===== src/rtl/caravel_ram_pkg.sv =====
// caravel_ram_pkg: definitions shared by the user-RAM Wishbone BIST.
//   state_t / S_*   : BIST controller state encoding
//   PAT_*           : pattern_sel encodings
//   LFSR_TAPS       : Galois LFSR feedback mask (right-shifting form)
//   RAM_WORDS       : number of 32-bit words in the 24 KB user RAM
//   RAM_ADDR_W      : word-index width
//   lfsr_next()     : one Galois LFSR step
package caravel_ram_pkg;

  typedef logic [2:0] state_t;

  localparam state_t S_IDLE   = 3'd0;
  localparam state_t S_WR_REQ = 3'd1;
  localparam state_t S_WR_GAP = 3'd2;
  localparam state_t S_RD_REQ = 3'd3;
  localparam state_t S_RD_GAP = 3'd4;
  localparam state_t S_DONE   = 3'd5;

  localparam logic [1:0] PAT_IDX  = 2'd0;  // index xor seed
  localparam logic [1:0] PAT_SEED = 2'd1;  // constant seed
  localparam logic [1:0] PAT_LFSR = 2'd2;  // LFSR sequence
  localparam logic [1:0] PAT_ALT  = 2'd3;  // seed / ~seed alternating

  localparam logic [31:0] LFSR_TAPS  = 32'h8020_0003;
  localparam int unsigned RAM_WORDS  = 6144;
  localparam int unsigned RAM_ADDR_W = 13;

  // Shift right; when the bit shifted out is 1, fold in the tap mask.
  function automatic logic [31:0] lfsr_next(input logic [31:0] s);
    return (s >> 1) ^ (s[0] ? LFSR_TAPS : 32'h0);
  endfunction

endpackage


===== src/rtl/bist_pattern_gen.sv =====
// bist_pattern_gen: word index and test-pattern source for the RAM BIST.
//   clk, rst_n   : clock, asynchronous active-low reset
//   load         : latch pattern_sel/seed, idx = 0, LFSR = seed (0 -> 1)
//   rewind       : idx = 0, LFSR reloaded from the latched seed
//   advance      : idx + 1, LFSR one step
//   pattern_sel  : pattern select (captured on load)
//   seed         : pattern seed (captured on load)
//   idx          : current word index
//   pattern      : expected/write data for the current word
module bist_pattern_gen
  import caravel_ram_pkg::*;
(
  input  logic                  clk,
  input  logic                  rst_n,
  input  logic                  load,
  input  logic                  advance,
  input  logic                  rewind,
  input  logic [1:0]            pattern_sel,
  input  logic [31:0]           seed,
  output logic [RAM_ADDR_W-1:0] idx,
  output logic [31:0]           pattern
);

  logic [1:0]  sel_q;
  logic [31:0] seed_q;
  logic [31:0] lfsr;

  always_ff @(posedge clk or negedge rst_n) begin
    if (!rst_n) begin
      sel_q  <= '0;
      seed_q <= '0;
      idx    <= '0;
      lfsr   <= '0;
    end else if (load) begin
      sel_q  <= pattern_sel;
      seed_q <= seed;
      idx    <= '0;
      lfsr   <= (seed == '0) ? 32'h1 : seed;
    end else if (rewind) begin
      idx    <= '0;
      lfsr   <= (seed_q == '0) ? 32'h1 : seed_q;
    end else if (advance) begin
      idx    <= idx + RAM_ADDR_W'(1);
      lfsr   <= lfsr_next(lfsr);
    end
  end

  always_comb begin
    pattern = seed_q;
    case (sel_q)
      PAT_IDX:  pattern = {{(32-RAM_ADDR_W){1'b0}}, idx} ^ seed_q;
      PAT_SEED: pattern = seed_q;
      PAT_LFSR: pattern = lfsr;
      PAT_ALT:  pattern = idx[0] ? ~seed_q : seed_q;
      default:  pattern = seed_q;
    endcase
  end

endmodule


===== src/rtl/caravel_ram_wb_bist.sv =====
// caravel_ram_wb_bist: Wishbone classic initiator that writes a pattern to
// every user-RAM word, reads it back and checks it.
//   wb_clk_i, wb_rst_ni          : clock, asynchronous active-low reset
//   start_i, pattern_sel_i, seed_i: test launch and pattern configuration
//   wbm_*                        : Wishbone master port to the RAM slave
//   busy_o, done_o, pass_o       : test status
//   timeout_o                    : a transfer was aborted for lack of ack
//   err_count_o                  : mismatch count (saturating)
//   fail_idx_o, fail_data_o      : index and read data of the first mismatch
module caravel_ram_wb_bist
  import caravel_ram_pkg::*;
#(
  parameter logic [31:0] ADDR_BASE = 32'h3000_0000,
  parameter int unsigned WORDS     = RAM_WORDS,
  parameter int unsigned TIMEOUT   = 255
) (
  input  logic                  wb_clk_i,
  input  logic                  wb_rst_ni,
  input  logic                  start_i,
  input  logic [1:0]            pattern_sel_i,
  input  logic [31:0]           seed_i,
  output logic                  wbm_cyc_o,
  output logic                  wbm_stb_o,
  output logic                  wbm_we_o,
  output logic [3:0]            wbm_sel_o,
  output logic [31:0]           wbm_adr_o,
  output logic [31:0]           wbm_dat_o,
  input  logic                  wbm_ack_i,
  input  logic [31:0]           wbm_dat_i,
  output logic                  busy_o,
  output logic                  done_o,
  output logic                  pass_o,
  output logic                  timeout_o,
  output logic [15:0]           err_count_o,
  output logic [RAM_ADDR_W-1:0] fail_idx_o,
  output logic [31:0]           fail_data_o
);

  localparam int unsigned           TW       = (TIMEOUT < 2) ? 1 : $clog2(TIMEOUT + 1);
  localparam logic [TW-1:0]         TO_LAST  = TW'(TIMEOUT - 1);
  localparam logic [RAM_ADDR_W-1:0] LAST_IDX = RAM_ADDR_W'(WORDS - 1);

  state_t                  state;
  logic [TW-1:0]           tcnt;
  logic [RAM_ADDR_W-1:0]   idx;
  logic [31:0]             pattern;
  logic                    start_ok;
  logic                    is_req;
  logic                    last;

  assign start_ok = ((state == S_IDLE) || (state == S_DONE)) && start_i;
  assign is_req   = (state == S_WR_REQ) || (state == S_RD_REQ);
  assign last     = (idx == LAST_IDX);

  bist_pattern_gen u_gen (
    .clk         (wb_clk_i),
    .rst_n       (wb_rst_ni),
    .load        (start_ok),
    .advance     (((state == S_WR_GAP) || (state == S_RD_GAP)) && !last),
    .rewind      ((state == S_WR_GAP) && last),
    .pattern_sel (pattern_sel_i),
    .seed        (seed_i),
    .idx         (idx),
    .pattern     (pattern)
  );

  // Bus controls decode straight from the state register so that an
  // asynchronous reset drops cyc/stb without waiting for a clock edge.
  assign wbm_cyc_o = is_req;
  assign wbm_stb_o = is_req;
  assign wbm_we_o  = (state == S_WR_REQ);
  assign wbm_sel_o = is_req ? 4'hF : 4'h0;
  assign wbm_adr_o = is_req ? ADDR_BASE + {{(30-RAM_ADDR_W){1'b0}}, idx, 2'b00} : '0;
  assign wbm_dat_o = (state == S_WR_REQ) ? pattern : '0;
  assign busy_o    = (state == S_WR_REQ) || (state == S_WR_GAP) ||
                     (state == S_RD_REQ) || (state == S_RD_GAP);
  assign done_o    = (state == S_DONE);

  always_ff @(posedge wb_clk_i or negedge wb_rst_ni) begin
    if (!wb_rst_ni) begin
      state       <= S_IDLE;
      tcnt        <= '0;
      pass_o      <= 1'b0;
      timeout_o   <= 1'b0;
      err_count_o <= '0;
      fail_idx_o  <= '0;
      fail_data_o <= '0;
    end else begin
      case (state)
        S_IDLE, S_DONE: begin
          if (start_i) begin
            state       <= S_WR_REQ;
            tcnt        <= '0;
            pass_o      <= 1'b0;
            timeout_o   <= 1'b0;
            err_count_o <= '0;
            fail_idx_o  <= '0;
            fail_data_o <= '0;
          end
        end
        S_WR_REQ, S_RD_REQ: begin
          if (wbm_ack_i) begin
            if (state == S_RD_REQ && wbm_dat_i != pattern) begin
              if (err_count_o != 16'hFFFF) err_count_o <= err_count_o + 16'd1;
              if (err_count_o == '0) begin
                fail_idx_o  <= idx;
                fail_data_o <= wbm_dat_i;
              end
            end
            state <= (state == S_WR_REQ) ? S_WR_GAP : S_RD_GAP;
          end else if (tcnt == TO_LAST) begin
            timeout_o <= 1'b1;
            pass_o    <= 1'b0;
            state     <= S_DONE;
          end else begin
            tcnt <= tcnt + TW'(1);
          end
        end
        S_WR_GAP: begin
          tcnt  <= '0;
          state <= last ? S_RD_REQ : S_WR_REQ;
        end
        S_RD_GAP: begin
          tcnt <= '0;
          if (last) begin
            state  <= S_DONE;
            pass_o <= (err_count_o == '0) && !timeout_o;
          end else begin
            state <= S_RD_REQ;
          end
        end
        default: state <= S_IDLE;
      endcase
    end
  end

endmodule


===== config.mk =====
export PLATFORM = sky130hd
export DESIGN_NAME = caravel_ram_wb_bist
export DESIGN_NICKNAME = d
export VERILOG_FILES = /design/src/rtl/caravel_ram_pkg.sv /design/src/rtl/bist_pattern_gen.sv /design/src/rtl/caravel_ram_wb_bist.sv
export SDC_FILE = /design/constraint.sdc
export NUM_CORES = 1
export LEC_CHECK = 0
export CAP_MARGIN = 5
export CORE_ASPECT_RATIO = 1.75
export CORE_MARGIN = 3
export CORE_UTILIZATION = 25
export DETAILED_ROUTE_END_ITERATION = 12
export SLEW_MARGIN = 5
export SYNTH_ARGS = -nofsm -noshare
export SYNTH_HDL_FRONTEND = slang
export SYNTH_SLANG_ARGS = --single-unit

===== constraint.sdc =====
create_clock -name wb_clk_i -period 8.9 [get_ports wb_clk_i]
set_clock_uncertainty 0.1 [all_clocks]
set_input_delay 1.78 -clock wb_clk_i [delete_from_list [all_inputs] [get_ports wb_clk_i]]
set_output_delay 1.78 -clock wb_clk_i [all_outputs]
set_load 0.02 [all_outputs]

# ---- After elaboration in Yosys (flattened, before gate mapping)
# Index checks and enable logic that the tools add are counted.
dict set report classes {
  add_sub_neg 4
  eq_ne 22
  muxes 48
  n_bitwise 3
  n_reduce_logical 31
}
# op n
set ops {}
lappend ops {{32-bit 2-to-1 mux} 12}
lappend ops {{32-bit case mux with 4 select lines} 1}
lappend ops {{13-bit 2-to-1 mux} 7}
lappend ops {{32-bit logical NOT} 2}
lappend ops {{16-bit 2-to-1 mux} 4}
lappend ops {{32-bit case mux with 2 select lines} 1}
lappend ops {{32-bit != test} 1}
lappend ops {{32-bit NOT} 1}
lappend ops {{16-bit case mux with 2 select lines} 1}
lappend ops {{13-bit by 32-bit XOR with 32-bit output} 1}
lappend ops {{31-bit by 32-bit XOR with 32-bit output} 1}
lappend ops {{30-bit by 15-bit adder with 31-bit output, first input constant} 1}
lappend ops {{31-bit 2-to-1 mux} 1}
lappend ops {{13-bit case mux with 2 select lines} 1}
lappend ops {{8-bit 2-to-1 mux} 3}
lappend ops {{8-bit case mux with 3 select lines} 1}
lappend ops {{2-bit != test, second input constant} 9}
lappend ops {{16-bit by 1-bit adder with 16-bit output, second input constant} 1}
lappend ops {{16-bit logical NOT} 1}
lappend ops {{16-bit != test, second input constant} 1}
lappend ops {{3-bit 2-to-1 mux} 5}
lappend ops {{5-bit AND reduction} 3}
lappend ops {{13-bit by 1-bit adder with 13-bit output, second input constant} 1}
lappend ops {{13-bit equality test, second input constant} 1}
lappend ops {{other kinds (24)} 47}
dict set report totals {
  reg_bits 153
  inputBits 70
  output_inout_bits 136
  word_cells 119
}

# ---- Depth between registers and ports, before layout
dict set report logic_depth {
  word_depth 8
  depth_mapped 13
  depth_no_buf 10
}

# ---- Modules after synthesis
# A second synthesis with hierarchy kept.
dict set report hier_totals {
  cells_unflattened 1017
  hier_area_um2 9130.0
}
# mod instances cells_per_inst area_each_um2 seq_area_each_um2
set modules_own_cells {}
lappend modules_own_cells {bist_pattern_gen 1 567 4644.5 1976.9}
lappend modules_own_cells {caravel_ram_wb_bist 1 450 4485.6 1851.8}

# ---- Worst setup path after synthesis
# Ideal clock, no wire load.
dict set report synth_timing {
  kind {register to output}
  from {register state[2]}
  to {output wbm_adr_o[28]}
  arrival_ns 1.935
  required_time_ns 7.020
  setup_slack_ns 5.085
  path_stages_with_launch 7
  n_path_buf 4
  cell_sequence {dfrtp_1 nand2b_1 inv_1 clkbuf_1 clkbuf_1 clkbuf_1 buf_4}
}
dict set report synth_between {
  elab_chain_cells 3
  word_cells_on_any_way 4
  classes_between {2 x eq/ne; 1 x mux; 1 x reduce/logical}
}
# element line_no
set synth_rtl {}
lappend synth_rtl {{from (decl)} caravel_ram_wb_bist.sv:43} ;# state_t state;
lappend synth_rtl {{from (signal assigned)} caravel_ram_wb_bist.sv:110} ;# state <= (state == S_WR_REQ) ? S_WR_GAP : S_RD_GAP;
lappend synth_rtl {{from (signal assigned)} caravel_ram_wb_bist.sv:121} ;# state <= last ? S_RD_REQ : S_WR_REQ;
lappend synth_rtl {{3-bit by 1-bit equality test with 1-bit output / 3-bit by 2-bit equality test with 1-bit output (equally long branches)} caravel_ram_wb_bist.sv:52} ;# assign is_req = (state == S_WR_REQ) || (state == S_RD_REQ);
lappend synth_rtl {{1-bit logical OR (*)} caravel_ram_wb_bist.sv:52}
lappend synth_rtl {{named net wbm_cyc_o} caravel_ram_wb_bist.sv:22} ;# output logic wbm_cyc_o,
lappend synth_rtl {{31-bit 2-to-1 mux (*)} caravel_ram_wb_bist.sv:73} ;# assign wbm_adr_o = is_req ? ADDR_BASE + {{(30-RAM_ADDR_W){1'b0}}, idx, 2'b00} : '0;
lappend synth_rtl {{to (decl)} caravel_ram_wb_bist.sv:26} ;# output logic [31:0] wbm_adr_o,
# Mark *: on every way through the listed nets, which the timed path passes. The rest lies on a longest branch.

# ---- Worst setup path in the final report
dict set report layout_timing {
  from {register u_gen.idx[0]}
  to {output wbm_dat_o[14]}
}
dict set report layout_between {
  elab_chain_cells 3
}
# element line_no
set layout_rtl {}
lappend layout_rtl {{from (decl)} bist_pattern_gen.sv:20} ;# output logic [RAM_ADDR_W-1:0] idx,
lappend layout_rtl {{from (signal assigned)} bist_pattern_gen.sv:43} ;# idx <= idx + RAM_ADDR_W'(1);
lappend layout_rtl {{32-bit 2-to-1 mux} bist_pattern_gen.sv:54} ;# PAT_ALT: pattern = idx[0] ? ~seed_q : seed_q;
lappend layout_rtl {{32-bit case mux with 4 select lines} bist_pattern_gen.sv:50} ;# case (sel_q)
lappend layout_rtl {{32-bit 2-to-1 mux} caravel_ram_wb_bist.sv:74} ;# assign wbm_dat_o = (state == S_WR_REQ) ? pattern : '0;
lappend layout_rtl {{to (decl)} caravel_ram_wb_bist.sv:27} ;# output logic [31:0] wbm_dat_o,
# No other way between the ends.

==> metrics.log <==
INFO  metric holdCritPathClass = flip-flop to flip-flop
INFO  metric endpoint_kind = output pin
INFO  metric drt-wirelength-per-cell = 19.35 um
INFO  metric largest_net_degree_at_the_start_of_global_routing = 98
INFO  metric final_min_period_over_clock_period = 0.6193
INFO  metric antenna_violating_nets_post_route = 0
INFO  metric clk_root_buffer_cell = sky130_fd_sc_hd__clkbuf_16
INFO  metric yosysWarnings = 0
INFO  metric synth_enable_flop_cells = 0
INFO  metric worst-slew-pin-transition = 1.176 ns
INFO  metric hold_path_depth = 1
INFO  metric status = finished, final reports clean
INFO  metric drc_violations = 0
INFO  metric layout-drive-gt1-share = 0.05668
INFO  metric cap_violations = 0
INFO  metric critical_path_launch_point_type = flip-flop
INFO  metric die_y = 259.4 um
INFO  metric fmax = 181.4 MHz
INFO  metric drt_pre_antenna_iters = 5
INFO  metric ir_worst_vdd = 0.0001657 V
INFO  metric worst-endpoint-arrival = 3.63 ns
INFO  metric rows = 92
INFO  metric power.share.switching = 0.4717
INFO  metric internal_power = 2213 uW
INFO  metric h-tree-depth = 4
INFO  metric worstSetupStartpoint = u_gen.idx[0]
INFO  metric post_layout_nonfiller_instances = 1705
INFO  metric fp.dieArea = 0.03913 mm^2
INFO  metric portBuffers = 188
INFO  metric cts.sink_count = 153
INFO  metric cts.clk_slew.worst_paths = 0.07 ns
INFO  metric async_reset_ff_frac = 1.000
INFO  metric clock_path_buffers = 2
INFO  metric worstSkewPairLatency = 0.45 ns
INFO  metric finalWorstPathRequiredPeriod = 5.512 ns
INFO  metric layout_nets = 1298
INFO  metric path_type_of_the_worst_setup_path = flip-flop to output pin
INFO  metric timing.hold.worst.start = fail_idx_o[6]
INFO  metric grt-ovfl-total = 0
INFO  metric timing.hold.ws = 0.3892 ns
INFO  metric report.final.setup_viol = 0
INFO  metric relSlewSlack = 0.2145
INFO  metric final_max_slew_viol_count = 0
INFO  metric n_antenna_cell = 0
INFO  metric ys_ff_latch = 153
INFO  metric gp_congestion = 0.8170
INFO  metric initial_utilization = 0.2538
INFO  metric filler_cell_count = 3821
INFO  metric detail_route.iter0.violations = 502
INFO  metric hold_buffers = 0
INFO  metric synth.cells.most_frequent = sky130_fd_sc_hd__nand2_1 (190), sky130_fd_sc_hd__dfrtp_1 (153), sky130_fd_sc_hd__nor2_1 (103), sky130_fd_sc_hd__o21ai_0 (74), sky130_fd_sc_hd__mux2i_1 (62)
INFO  metric timing.reg2reg.setup_slack = 3.91 ns
INFO  metric synthDistinctLibCells = 63
INFO  metric synthDominantCellAreaShare = 0.4173
INFO  metric grt_usage = 0.1678
INFO  metric first_global_vias = 8350
INFO  metric i_o_pin_total = 206
INFO  metric worstPathRequired = 7.02 ns
INFO  metric synth.largest_area_cell = sky130_fd_sc_hd__dfrtp_1
INFO  metric dpl.hpwl = 24470 um
INFO  metric ys_seq_area_frac = 0.4173
INFO  metric netlist_area = 0.009175 mm^2
INFO  metric pwr_density_cell = 353.1 mW/mm^2
INFO  metric yosys-top-cells-area = sky130_fd_sc_hd__dfrtp_1 (42%), sky130_fd_sc_hd__nand2_1 (7.8%), sky130_fd_sc_hd__mux2i_1 (6.8%)
INFO  metric grt_antenna_before_repair = 0
INFO  metric vias_per_cell = 4.943
INFO  metric power.static_leakage = 0.005105 uW
INFO  metric synthMostInstantiatedCell = sky130_fd_sc_hd__nand2_1
INFO  metric synth_ff_type = sky130_fd_sc_hd__dfrtp_1
INFO  metric hold_path_end = fail_idx_o[6]
INFO  metric cts.repair.resized = 0
INFO  metric power_frac_clock = 0.171
INFO  metric coreArea = 0.03614 mm^2
INFO  metric cp_max_fo = 22
INFO  metric wl = 32990 um
INFO  metric worst_setup_slack_after_layout = 3.388 ns
INFO  metric die_w = 150.8 um
INFO  metric utilization = 0.3282
INFO  metric power.net_switching = 1976 uW
INFO  metric unrepaired_setup_endpoints_after_global_routing = no
INFO  metric pre_cts_ws = 3.573 ns
INFO  metric routed-via-count = 8427
INFO  metric synthToLayoutAreaGrowth = 29.28%
INFO  metric sequentialPowerShare = 0.285
INFO  metric worst-r2r-cell-count = 11
INFO  metric timing.final.hold_violations = 0
INFO  metric r2r-end = fail_data_o[20]
INFO  metric cts_post_setup_buffers_inserted = 0
INFO  metric setup_total_negative_slack = 0 ns
INFO  metric reg_to_reg_start = u_gen.idx[0]
INFO  metric gate_count_of_the_mapped_netlist = 1078
INFO  metric cts_made_buffers = 17
INFO  metric place.detailed.instances = 1674
INFO  metric power.combinational.fraction = 0.544
INFO  metric syn_area_per_cell = 8.511 um^2
INFO  metric wire_length_of_the_first_global_routing_pass = 50070 um
INFO  metric tritoncts = built
## power groups by stage
stage,clock network [uW],logic (uW),registers [uW]
floorplan,0,1460,1180
global placement,0,2260,1200
detailed placement,0,2290,1200
CTS,739,2300,1190
global route,764,2480,1230
finish,715,2280,1200
## worst max-delay path, cell delays in order, from the launching register on
cell                              delay [ns]
sky130_fd_sc_hd__dfrtp_1                0.92
sky130_fd_sc_hd__and2b_1                0.44
sky130_fd_sc_hd__nor2_2                 0.50
sky130_fd_sc_hd__a2bb2oi_1              0.45
sky130_fd_sc_hd__and2_1                 0.24
sky130_fd_sc_hd__clkdlybuf4s50_1        0.62
## cells in the final DEF (no fill, tap or decap), drive strengths merged, types with 15 or more instances in the layout
master	count
mux2i	62
nor4	25
nand4	15
conb	17
xnor2	23
o21ai	77
a31oi	16
xor2	20
nand2	190
a21oi	49
inv	49
nor2	105
clkdlybuf4s50	187
and2	22
clkbuf	18
o31ai	22
dfrtp	153
nand2b	22
## flip-flops by register name (all words and copies together), names as in the netlist
register	cells
timeout_o	1
u_gen.idx	13
u_gen.lfsr	32
u_gen.sel_q	2
fail_data_o	32
u_gen.seed_q	32
err_count_o	16
tcnt	8
state	3
fail_idx_o	13
pass_o	1
## routing by layer
metal  share of wire  up-vias  track usage  wire, um
met5               0        -            0         0
met4           0.034        0      0.07413      1125
met3           0.041       58      0.02445      1352
met2            0.55      275       0.3093     18230
met1            0.37     4115       0.1877     12290
li1                -     3979            -         -
## stage by stage
stage / total power, uW / area (um^2)
detailed placement: 3488 / 11300
finish: 4188 / 11860
global route: 4473 / 11860
floorplan: 2637 / 9235
CTS: 4225 / 11860
global placement: 3460 / 11300
## cell families after synthesis
group / count (synthesis) / synth area share
adder cells (fa/ha/maj): 6 / 0.008046
flip-flops: 153 / 0.4173
multiplexers: 76 / 0.08482
AND/OR/NAND/NOR: 437 / 0.2189
buffers and inverters: 136 / 0.07418
AO/OA/AOI/OAI: 226 / 0.1553
XOR/XNOR: 43 / 0.04105
other: 1 / 0.0004087
## layout make-up
| class | count | area [um^2] | share of cell area |
|---|---|---|---|
| inverter | 45 | 171.4 | 0.01445 |
| sequential | 153 | 3829 | 0.3228 |
| multi-input combinational | 805 | 4735 | 0.3992 |
| timing repair buffer | 201 | 1981 | 0.1670 |
| clock buffer | 18 | 439.2 | 0.03703 |
| clock inverter | 13 | 118.9 | 0.01002 |
| tap | 470 | 588.1 | 0.04958 |
## how the worst max path moves through the flow
| stage | to | slack, ns | depth (start not counted) |
|---|---|---|---|
| after floorplan | wbm_adr_o[28] | 5.09 | 6 |
| after global placement | err_count_o[5] | 3.65 | 7 |
| after detailed placement | err_count_o[5] | 3.57 | 7 |
| after CTS | wbm_dat_o[14] | 3.42 | 5 |
| after global routing | wbm_dat_o[14] | 3.26 | 5 |
| final | wbm_dat_o[14] | 3.39 | 5 |
No activity file was read; power rests on OpenSTA's default activity.
